--- config.mk ---
export PLATFORM = sky130hd
export DESIGN_NAME = sys_ctrl
export DESIGN_NICKNAME = d
export VERILOG_FILES = /design/src/rtl/sys_pkg.sv /design/src/rtl/sys_ctrl.sv
export SDC_FILE = /design/constraint.sdc
export NUM_CORES = 1
export LEC_CHECK = 0
export ABC_AREA = 1
export ABC_CLOCK_PERIOD_IN_PS = 1450
export BUFFER_PORTS_ARGS = -buffer_cell sky130_fd_sc_hd__buf_2
export CAP_MARGIN = 20
export CORE_MARGIN = 10
export CORE_UTILIZATION = 42
export DETAILED_ROUTE_END_ITERATION = 10
export HOLD_SLACK_MARGIN = 0.03
export PLACE_DENSITY = 0.68
export SKIP_LAST_GASP = 1
export SLEW_MARGIN = 10
export SYNTH_ARGS = -nofsm -noshare
export SYNTH_HDL_FRONTEND = slang
export SYNTH_SLANG_ARGS = --single-unit
export TNS_END_PERCENT = 30
--- constraint.sdc ---
create_clock -name CLK -period 1.45 [get_ports CLK]
set_input_delay 0.29 -clock CLK [delete_from_list [all_inputs] [get_ports CLK]]
set_output_delay 0.29 -clock CLK [all_outputs]
set_load 0.01 [all_outputs]
--- src/rtl/sys_pkg.sv ---
`default_nettype none
// ============================================================================
// Module   : sys_pkg
// Purpose  : Shared definitions for the system controller: command byte
//            codes, FSM state encoding and the RF addresses that receive the
//            ALU operands.
// Revision : 1.0 - initial release
// ============================================================================
package sys_pkg;

    // Command bytes recognised in IDLE
    localparam logic [7:0] c_cmd_rf_wr     = 8'hAA;
    localparam logic [7:0] c_cmd_rf_rd     = 8'hBB;
    localparam logic [7:0] c_cmd_alu_op    = 8'hCC;
    localparam logic [7:0] c_cmd_alu_no_op = 8'hDD;

    // RF locations that hold the ALU operands
    localparam int c_op_a_addr = 0;
    localparam int c_op_b_addr = 1;

    // FSM state encoding
    localparam logic [3:0] c_st_idle     = 4'd0;
    localparam logic [3:0] c_st_wr_addr  = 4'd1;
    localparam logic [3:0] c_st_wr_data  = 4'd2;
    localparam logic [3:0] c_st_rd_addr  = 4'd3;
    localparam logic [3:0] c_st_rd_wait  = 4'd4;
    localparam logic [3:0] c_st_rd_push  = 4'd5;
    localparam logic [3:0] c_st_op_a     = 4'd6;
    localparam logic [3:0] c_st_op_b     = 4'd7;
    localparam logic [3:0] c_st_alu_fn   = 4'd8;
    localparam logic [3:0] c_st_alu_wait = 4'd9;
    localparam logic [3:0] c_st_push_lo  = 4'd10;
    localparam logic [3:0] c_st_push_hi  = 4'd11;

    typedef enum logic [3:0] {
        ST_IDLE     = c_st_idle,
        ST_WR_ADDR  = c_st_wr_addr,
        ST_WR_DATA  = c_st_wr_data,
        ST_RD_ADDR  = c_st_rd_addr,
        ST_RD_WAIT  = c_st_rd_wait,
        ST_RD_PUSH  = c_st_rd_push,
        ST_OP_A     = c_st_op_a,
        ST_OP_B     = c_st_op_b,
        ST_ALU_FN   = c_st_alu_fn,
        ST_ALU_WAIT = c_st_alu_wait,
        ST_PUSH_LO  = c_st_push_lo,
        ST_PUSH_HI  = c_st_push_hi
    } state_t;

endpackage
`default_nettype wire

--- src/rtl/sys_ctrl.sv ---
`default_nettype none
// ============================================================================
// Module   : sys_ctrl
// Purpose  : Command decoder/sequencer between the UART RX frames, the
//            register file, the ALU and the TX FIFO.
// Ports    : CLK, RST (sync, active-high)
//            RX_P_DATA/RX_D_VLD       - received frames
//            RdData/RdData_Vaild      - RF read response
//            ALU_OUT/ALU_OUT_VLD      - ALU result
//            FULL                     - TX FIFO full
//            Address/WrData/WR_En/RD_EN          - RF control
//            ALU_FUN/ALU_EN/CLK_GATE_EN          - ALU control
//            TX_P_DATA/W_INC                     - TX FIFO write
//            ERR_CNT (only with SYS_CTRL_ERR_CNT_EN) - dropped-frame count
// Config   : define SYS_CTRL_ERR_CNT_EN to add the saturating ERR_CNT port.
// Revision : 1.0 - initial release
// ============================================================================
module sys_ctrl
    import sys_pkg::*;
#(
    parameter int DATA_WIDTH    = 8,
    parameter int RF_ADDR_WIDTH = 4
) (
    input  logic                      CLK,
    input  logic                      RST,
    input  logic [DATA_WIDTH-1:0]     RX_P_DATA,
    input  logic                      RX_D_VLD,
    input  logic [DATA_WIDTH-1:0]     RdData,
    input  logic                      RdData_Vaild,
    input  logic [2*DATA_WIDTH-1:0]   ALU_OUT,
    input  logic                      ALU_OUT_VLD,
    input  logic                      FULL,
    output logic [RF_ADDR_WIDTH-1:0]  Address,
    output logic [DATA_WIDTH-1:0]     WrData,
    output logic                      WR_En,
    output logic                      RD_EN,
    output logic [3:0]                ALU_FUN,
    output logic                      ALU_EN,
    output logic                      CLK_GATE_EN,
    output logic [DATA_WIDTH-1:0]     TX_P_DATA,
    output logic                      W_INC
`ifdef SYS_CTRL_ERR_CNT_EN
    ,
    output logic [7:0]                ERR_CNT
`endif
);

    state_t                  r_state;
    logic [DATA_WIDTH-1:0]   r_tx_data;  // byte presented to the FIFO
    logic [DATA_WIDTH-1:0]   r_alu_hi;   // upper ALU byte waiting for PUSH_HI
    logic                    w_push_state;

    // W_INC is gated combinationally with FULL so that it can never be high
    // in a cycle where the FIFO reports full, even if FULL changes between
    // edges. The FSM leaves a push state on exactly the same condition, so
    // each byte is written once.
    assign w_push_state = (r_state == ST_RD_PUSH) || (r_state == ST_PUSH_LO) ||
                          (r_state == ST_PUSH_HI);
    assign W_INC        = w_push_state && !FULL;
    assign TX_P_DATA    = r_tx_data;

    always_ff @(posedge CLK) begin
        if (RST) begin
            r_state     <= ST_IDLE;
            r_tx_data   <= '0;
            r_alu_hi    <= '0;
            Address     <= '0;
            WrData      <= '0;
            WR_En       <= 1'b0;
            RD_EN       <= 1'b0;
            ALU_FUN     <= 4'd0;
            ALU_EN      <= 1'b0;
            CLK_GATE_EN <= 1'b0;
        end else begin
            WR_En  <= 1'b0;
            RD_EN  <= 1'b0;
            ALU_EN <= 1'b0;
            case (r_state)
                ST_IDLE: begin
                    if (RX_D_VLD) begin
                        case (RX_P_DATA)
                            DATA_WIDTH'(c_cmd_rf_wr):     r_state <= ST_WR_ADDR;
                            DATA_WIDTH'(c_cmd_rf_rd):     r_state <= ST_RD_ADDR;
                            DATA_WIDTH'(c_cmd_alu_op):    r_state <= ST_OP_A;
                            DATA_WIDTH'(c_cmd_alu_no_op): r_state <= ST_ALU_FN;
                            default:                      r_state <= ST_IDLE;
                        endcase
                    end
                end
                ST_WR_ADDR: begin
                    if (RX_D_VLD) begin
                        Address <= RX_P_DATA[RF_ADDR_WIDTH-1:0];
                        r_state <= ST_WR_DATA;
                    end
                end
                ST_WR_DATA: begin
                    if (RX_D_VLD) begin
                        WrData  <= RX_P_DATA;
                        WR_En   <= 1'b1;
                        r_state <= ST_IDLE;
                    end
                end
                ST_RD_ADDR: begin
                    if (RX_D_VLD) begin
                        Address <= RX_P_DATA[RF_ADDR_WIDTH-1:0];
                        RD_EN   <= 1'b1;
                        r_state <= ST_RD_WAIT;
                    end
                end
                ST_RD_WAIT: begin
                    if (RdData_Vaild) begin
                        r_tx_data <= RdData;
                        r_state   <= ST_RD_PUSH;
                    end
                end
                ST_RD_PUSH: begin
                    if (!FULL) begin
                        r_state <= ST_IDLE;
                    end
                end
                ST_OP_A: begin
                    if (RX_D_VLD) begin
                        Address <= RF_ADDR_WIDTH'(c_op_a_addr);
                        WrData  <= RX_P_DATA;
                        WR_En   <= 1'b1;
                        r_state <= ST_OP_B;
                    end
                end
                ST_OP_B: begin
                    if (RX_D_VLD) begin
                        Address <= RF_ADDR_WIDTH'(c_op_b_addr);
                        WrData  <= RX_P_DATA;
                        WR_En   <= 1'b1;
                        r_state <= ST_ALU_FN;
                    end
                end
                ST_ALU_FN: begin
                    if (RX_D_VLD) begin
                        ALU_FUN     <= RX_P_DATA[3:0];
                        ALU_EN      <= 1'b1;
                        CLK_GATE_EN <= 1'b1;
                        r_state     <= ST_ALU_WAIT;
                    end
                end
                ST_ALU_WAIT: begin
                    // The ALU clock stays ungated until its result arrives
                    if (ALU_OUT_VLD) begin
                        r_tx_data   <= ALU_OUT[DATA_WIDTH-1:0];
                        r_alu_hi    <= ALU_OUT[2*DATA_WIDTH-1:DATA_WIDTH];
                        CLK_GATE_EN <= 1'b0;
                        r_state     <= ST_PUSH_LO;
                    end
                end
                ST_PUSH_LO: begin
                    if (!FULL) begin
                        r_tx_data <= r_alu_hi;
                        r_state   <= ST_PUSH_HI;
                    end
                end
                ST_PUSH_HI: begin
                    if (!FULL) begin
                        r_state <= ST_IDLE;
                    end
                end
                default: r_state <= ST_IDLE;
            endcase
        end
    end

`ifdef SYS_CTRL_ERR_CNT_EN
    logic w_cmd_known;
    logic w_drop;
    logic [7:0] r_err_cnt;

    assign w_cmd_known = (RX_P_DATA == DATA_WIDTH'(c_cmd_rf_wr))  ||
                         (RX_P_DATA == DATA_WIDTH'(c_cmd_rf_rd))  ||
                         (RX_P_DATA == DATA_WIDTH'(c_cmd_alu_op)) ||
                         (RX_P_DATA == DATA_WIDTH'(c_cmd_alu_no_op));

    // A frame is dropped when it is an unknown command in IDLE or arrives
    // while the FSM is waiting on the RF, the ALU or the FIFO.
    assign w_drop = RX_D_VLD &&
                    (((r_state == ST_IDLE) && !w_cmd_known) ||
                     (r_state == ST_RD_WAIT)  || (r_state == ST_RD_PUSH) ||
                     (r_state == ST_ALU_WAIT) || (r_state == ST_PUSH_LO) ||
                     (r_state == ST_PUSH_HI));

    always_ff @(posedge CLK) begin
        if (RST) begin
            r_err_cnt <= 8'd0;
        end else if (w_drop && (r_err_cnt != 8'hFF)) begin
            r_err_cnt <= r_err_cnt + 8'd1;
        end
    end

    assign ERR_CNT = r_err_cnt;
`endif

endmodule
`default_nettype wire
# Yosys cells after proc, flatten, opt, wreduce, memory -nomap -nowiden
# Cells that the tools add are included.
# Widths: inputs -> output; s select.
[word_totals]
reg_bits = 40
in_bits = 38
out_inout_bits = 29
word_cells = 85
[classes]
n_eq_ne = 27
n_mux = 24
n_bitwise = 3
n_reduce_logical = 21
[ops]
columns = ["op", "n"]
rows = [
  ["$mux 4", 13],
  ["$pmux 4 s11", 1],
  ["$eq 8x8->1 const B", 4],
  ["$mux 8", 3],
  ["$pmux 8 s3", 1],
  ["$ne 2x2->1 const B", 11],
  ["$eq 4x3->1 const B", 4],
  ["$eq 4x4->1 const B", 4],
  ["$pmux 4 s4", 1],
  ["$pmux 4 s3", 1],
  ["$reduce_and 11->1", 1],
  ["$reduce_or 2->1", 5],
  ["$eq 4x2->1 const B", 2],
  ["$reduce_and 4->1", 2],
  ["$reduce_and 2->1", 3],
  ["$reduce_bool 3->1", 2],
  ["$eq 4x1->1 const B", 1],
  ["$logic_not 4->1", 1],
  ["$mux 1", 3],
  ["$not 1->1", 3],
  ["$reduce_and 3->1", 1],
  ["$reduce_or 3->1", 1],
  ["$logic_or 1x1->1", 2],
  ["$ne 2x1->1 const B", 1],
  ["4 further kinds", 4],
]

# Longest topological paths before layout
[depth]
ltp_word = 4
mapped_depth = 12
ltp_nobuf = 10

# Least setup slack after synthesis
# Ideal clock, no wire load.
[synth_path]
kind = "register -> register"
startpoint = "reg r_state[2]"
endpoint = "reg CLK_GATE_EN"
setup_ps = 116
t_arrival_ps = 1279
required_ps = 1334
slack_ps = 54
stages_incl_launch_ff = 7
n_path_buf = 1
period_less_slack_ps = 1396
path_cell_list = "dfxtp_1 inv_2 nand2_1 nor2_2 nand2_1 buf_2 a31o_2"
[synth_between]
elab_chain_len = 3
word_cells_on_any_way = 7
classes_between = "4 x eq/ne; 1 x mux; 2 x reduce/logical"
[synth_rtl]
columns = ["element", "line", "rtl"]
rows = [
  ["start, declared", "sys_ctrl.sv:48", "state_t r_state;"],
  ["start signal, assigned", "sys_ctrl.sv:64", "r_state <= ST_IDLE;"],
  ["start signal, assigned", "sys_ctrl.sv:82", "DATA_WIDTH'(c_cmd_rf_wr): r_state <= ST_WR_ADDR;"],
  ["start signal, assigned", "sys_ctrl.sv:83", "DATA_WIDTH'(c_cmd_rf_rd): r_state <= ST_RD_ADDR;"],
  ["$eq 4x4->1", "sys_ctrl.sv:78", "case (r_state)"],
  ["$ne 2x2->1 (no line) / $reduce_bool 2->1 (equally long branches)", "-", ""],
  ["$reduce_and 3->1 (no line)", "-", ""],
  ["end signal, assigned", "sys_ctrl.sv:73", "CLK_GATE_EN <= 1'b0;"],
  ["end signal, assigned", "sys_ctrl.sv:141", "CLK_GATE_EN <= 1'b1;"],
  ["end signal, assigned", "sys_ctrl.sv:150", "CLK_GATE_EN <= 1'b0;"],
  ["end, declared", "sys_ctrl.sv:39", "output logic CLK_GATE_EN,"],
]
# Several ways; a longest one is shown, not always the timed one.
# A chain may end at the register's enable or synchronous reset.

# Worst setup path after layout
[layout_path]
startpoint = "reg r_state[2]"
endpoint = "out W_INC"
[layout_between]
elab_chain_len = 4
word_cells_on_any_way = 6
classes_between = "3 x eq/ne; 3 x reduce/logical"
[layout_rtl]
columns = ["element", "line", "rtl"]
rows = [
  ["$eq 4x3->1 / $eq 4x4->1 (equally long branches)", "sys_ctrl.sv:57", "assign w_push_state = (r_state == ST_RD_PUSH) || (r_state == ST_PUSH_LO) ||"],
  ["$logic_or 1x1->1", "sys_ctrl.sv:57", ""],
  ["$logic_or 1x1->1 (*)", "sys_ctrl.sv:57", ""],
  ["$logic_and 1x1->1 (*)", "sys_ctrl.sv:59", "assign W_INC = w_push_state && !FULL;"],
  ["end, declared", "sys_ctrl.sv:41", "output logic W_INC"],
]
# Every way passes the cells marked *; elsewhere a longest branch is shown, timed or not.

==> results by group <==
Pwr
  – Int Pwr: 2.683 mW
  – Share of power burned in combinational logic: 43.0%
  – Post-route total power: 4.263 mW
  – Maximum VDD drop: 0.6855 mV
  – Switch Pwr: 1.580 mW
  – Cell leakage power: 1.303 nW
  – Switching power share of the total: 37.06%
  – Clk network pwr share: 21.7%
  – Fraction of power consumed by sequential logic: 35.3%
  – Power density over the cells: 1652 mW/mm^2

Hold path
  – Origin of the worst min-delay path: RST
  – Hold WC Path Type: in -> reg

Floorplan
  – Die outline width: 86.98 microns
  – Area enclosed by the die boundary: 0.007566 sq mm
  – I/O Pins: 67
  – # rows: 24
  – Initial core utilization: 43.28%
  – Vert. Die Dim: 86.98 microns
  – Core area: 0.004354 sq mm

Finish
  – Finished Cell Area: 0.002580 sq mm
  – Fraction of final layout cells sized beyond drive strength 1: 32.80%
  – Utilization of the core after routing: 59.25%
  – Number of nets in the final layout: 412
  – Final non-filler cell total: 427
  – Synthesis-to-finish area growth: 36.92%
  – # diodes: 0

Outcome
  – Status: finished with violations
  – Failing checks: setup timing

STA
  – Endpoints failing hold: 0
  – Setup TNS: -0.1348 ns
  – Max-Slew Margin vs Limit: 73.70%
  – Endpoints failing setup: 9
  – Worst slew pin tran: 0.3931 ns
  – Final Slew Violations: 0
  – Final Skew: 0.01097 ns
  – Top achievable clock speed: 656.1 MHz
  – Unrepaired setup endpoints after global routing: yes
  – Crit path setup slack, layout: -0.07425 ns
  – Tmin final: 1.524 ns
  – Post-route clock period utilization: 105.1%

Placement
  – Placed cells: 414
  – Sum of net half-perimeters after detailed placement: 4229 microns
  – Port buffer count: 66
  – Final Wtd Congestion: 0.9598
  – Cell area after placement: 0.002390 sq mm

CTS
  – Number of buffers created by CTS: 5
  – Cell chosen for the clock root: sky130_fd_sc_hd__clkbuf_8
  – Clock transition time at the flip-flop clock pins of the worst setup and hold paths: 0.09 ns
  – Hold-fix buffer count after cts: 0
  – Clock tree from TritonCTS: done
  – Clock latency on the worst-skew pair: 0.30 ns
  – H-tree Lvls: 2
  – Clock Sink Count: 40
  – Buffers from clock root to sink, at most: 2

Synth
  – Post-synthesis register bit count: 40
  – Cell type with the highest aggregate area in the netlist: sky130_fd_sc_hd__dfxtp_1
  – Post-synthesis instance total: 284
  – Mean cell area of the mapped netlist: 6.635 sq um
  – Number of nets produced by synthesis: 322
  – Sequential area share after synthesis: 42.50%
  – Dominant cells by area after synthesis: sky130_fd_sc_hd__dfxtp_1, sky130_fd_sc_hd__nand2_1, sky130_fd_sc_hd__nor2_1, sky130_fd_sc_hd__o21ai_0, sky130_fd_sc_hd__a21oi_1
  – Syn Std Cell Area: 0.001884 sq mm
  – Netlist cell types: 24
  – Warning count from the yosys run: 0
  – Area share of the leading cell type in the synthesized netlist: 42.50%

Setup path
  – Startpoint type of the worst setup path: flip-flop
  – Worst Path Arrival: 1.23 ns
  – Ordered list of cells on the worst path: nor2_4 > nand2_1 > o21ai_2 > o21ai_1 > inv_1 > buf_2
  – Required time of the worst setup path: 1.16 ns
  – Critical path buffer and inverter count: 2
  – Capturing element type of the critical path: output pin
  – Startpoint of the most critical register-to-register path: r_state[1]$_SDFFE_PP0P_
  – Crit path kind: reg -> out
  – Slowest CP cell: sky130_fd_sc_hd__dfxtp_4
  – Critical path's top delay family: flip-flops
  – Critical path peak fanout: 6
  – Beginning of the critical path: r_state[2]$_SDFFE_PP0P_
  – Max incr delay on CP: 0.39 ns

Flow run
  – Number of violations of the max-capacitance limit: 0

Routing
  – Via total after detailed routing: 2031
  – First DRT Iteration DRCs: 71
  – DRC violation count after routing: 0
  – Via density per instance: 4.756
  – Wire length after detailed routing: 5541 microns
  – Count of nets left with antenna violations after detail routing: 0
  – Drt wl/cell: 12.98 microns
  – Number of iterations in the first detailed-routing pass: 5

Global routing
  – Remaining global-route overflow: 0
  – Initial antenna violation count: 0
  – Wire length of the first global-routing pass: 8963 microns
  – Via count of the first global-routing pass: 1950
  – Largest net degree at the start of global routing: 22
  – Gr usage total: 14.71%
-- cell usage in the layout, fill, tap and decap left out, types with 2 or more instances in the layout --
master / count
sky130_fd_sc_hd__buf_2: 66
sky130_fd_sc_hd__nand2_1: 65
sky130_fd_sc_hd__nor2_1: 50
sky130_fd_sc_hd__dfxtp_1: 36
sky130_fd_sc_hd__o21ai_0: 30
sky130_fd_sc_hd__inv_1: 26
sky130_fd_sc_hd__a21oi_1: 25
sky130_fd_sc_hd__buf_4: 25
sky130_fd_sc_hd__nand3_1: 9
sky130_fd_sc_hd__nor2_2: 5
sky130_fd_sc_hd__clkbuf_8: 5
sky130_fd_sc_hd__inv_2: 3
sky130_fd_sc_hd__nand2_2: 3
sky130_fd_sc_hd__nand3b_1: 3
sky130_fd_sc_hd__dfxtp_4: 3
sky130_fd_sc_hd__a21oi_2: 2
sky130_fd_sc_hd__o211ai_1: 2
sky130_fd_sc_hd__nor3_1: 2
-- Yosys cell counts --
cell type                  count
sky130_fd_sc_hd__buf_6         1
sky130_fd_sc_hd__dfxtp_1      40
sky130_fd_sc_hd__o211ai_1      2
sky130_fd_sc_hd__nor3_1        2
sky130_fd_sc_hd__nand4_1       1
sky130_fd_sc_hd__nor2_1       52
sky130_fd_sc_hd__and2_1        1
sky130_fd_sc_hd__a21oi_1      27
sky130_fd_sc_hd__inv_1        27
sky130_fd_sc_hd__or2_2         1
sky130_fd_sc_hd__nor2_2        3
sky130_fd_sc_hd__nand3b_1      3
sky130_fd_sc_hd__nand3_1       9
sky130_fd_sc_hd__buf_4         1
sky130_fd_sc_hd__buf_8         1
sky130_fd_sc_hd__clkbuf_1      3
sky130_fd_sc_hd__o21ai_0      32
sky130_fd_sc_hd__inv_2         3
sky130_fd_sc_hd__buf_2         3
sky130_fd_sc_hd__a211oi_1      1
sky130_fd_sc_hd__a31o_2        1
sky130_fd_sc_hd__nand2_1      68
sky130_fd_sc_hd__nor2_4        1
sky130_fd_sc_hd__a22oi_1       1
-- per-layer routing --
metal	routed length, microns	part of all wire [%]	up-vias	global-route usage, %
met5	0	0	-	0
met4	76	1.4	0	5.891
met3	456	8.2	9	5.056
met2	2484	45	65	23.05
met1	2524	46	878	17.92
li1	-	-	1079	-
-- through the flow --
| step | worst slack (ns) | hold WS, ns |
|---|---|---|
| after floorplan | 0.05436 | 0.3591 |
| after global placement | -0.04200 | 0.4288 |
| after detailed placement | -0.02680 | 0.4347 |
| after CTS | -0.07803 | 0.1936 |
| after global routing | -0.1673 | 0.2058 |
| final | -0.07425 | 0.2043 |
-- worst paths after layout --
path | to | slack, ns | cells past startpoint
setup / recovery | W_INC | -0.07 | 6
hold reg to reg | ALU_FUN[2]$_SDFFE_PP0P_ | 0.45 | 2
setup reg to reg | r_state[2]$_SDFFE_PP0P_ | -0.02 | 11
hold / removal | Address[1]$_SDFFE_PP0P_ | 0.20 | 2
-- area by class of cell --
cell class,count,area [sq um]
Clock inverter,3,42.54
Sequential cell,40,813.3
Fill cell,431,1774
Timing Repair Buffer,92,538.0
Multi-Input combinational cell,205,937.1
Tap cell,52,65.06
Clock buffer,5,68.82
Inverter,30,115.1
-- power groups by stage --
stage | logic, mW | clock network (mW) | registers (mW)
4_1_cts | 1.82 | 0.948 | 1.50
3_5_place_dp | 1.69 | 0 | 1.51
2_1_floorplan | 0.976 | 0 | 1.57
5_1_grt | 2.08 | 0.986 | 1.53
6_report | 1.83 | 0.925 | 1.50
3_3_place_gp | 1.69 | 0 | 1.50
-- cell families (layout without fill, tap and decap cells) --
family	Yosys count	after routing	share of synthesized area (%)
AO/OA/AOI/OAI	64	64	17.73
buffers and inverters	39	130	9.163
flip-flops	40	40	42.50
AND/OR/NAND/NOR	141	141	30.61
-- flip-flops by register name, summed over array words and instances, names as in the netlist --
signal	cells
CLK_GATE_EN	1
Address	4
RD_EN	1
r_state	4
r_alu_hi	8
ALU_EN	1
WR_En	1
WrData	8
TX_P_DATA	8
ALU_FUN	4
-- timing repair --
item | 4_1_cts | 5_1_grt
buffers inserted | 5 | 0
hold endpoints to repair | 0 | 0
pin swaps | 3 | 1
resized for setup | 15 | 5
endpoints found under the setup margin | 22 | 36
cloned | 0 | 0
Note: power is estimated with default switching activity, not from simulation.
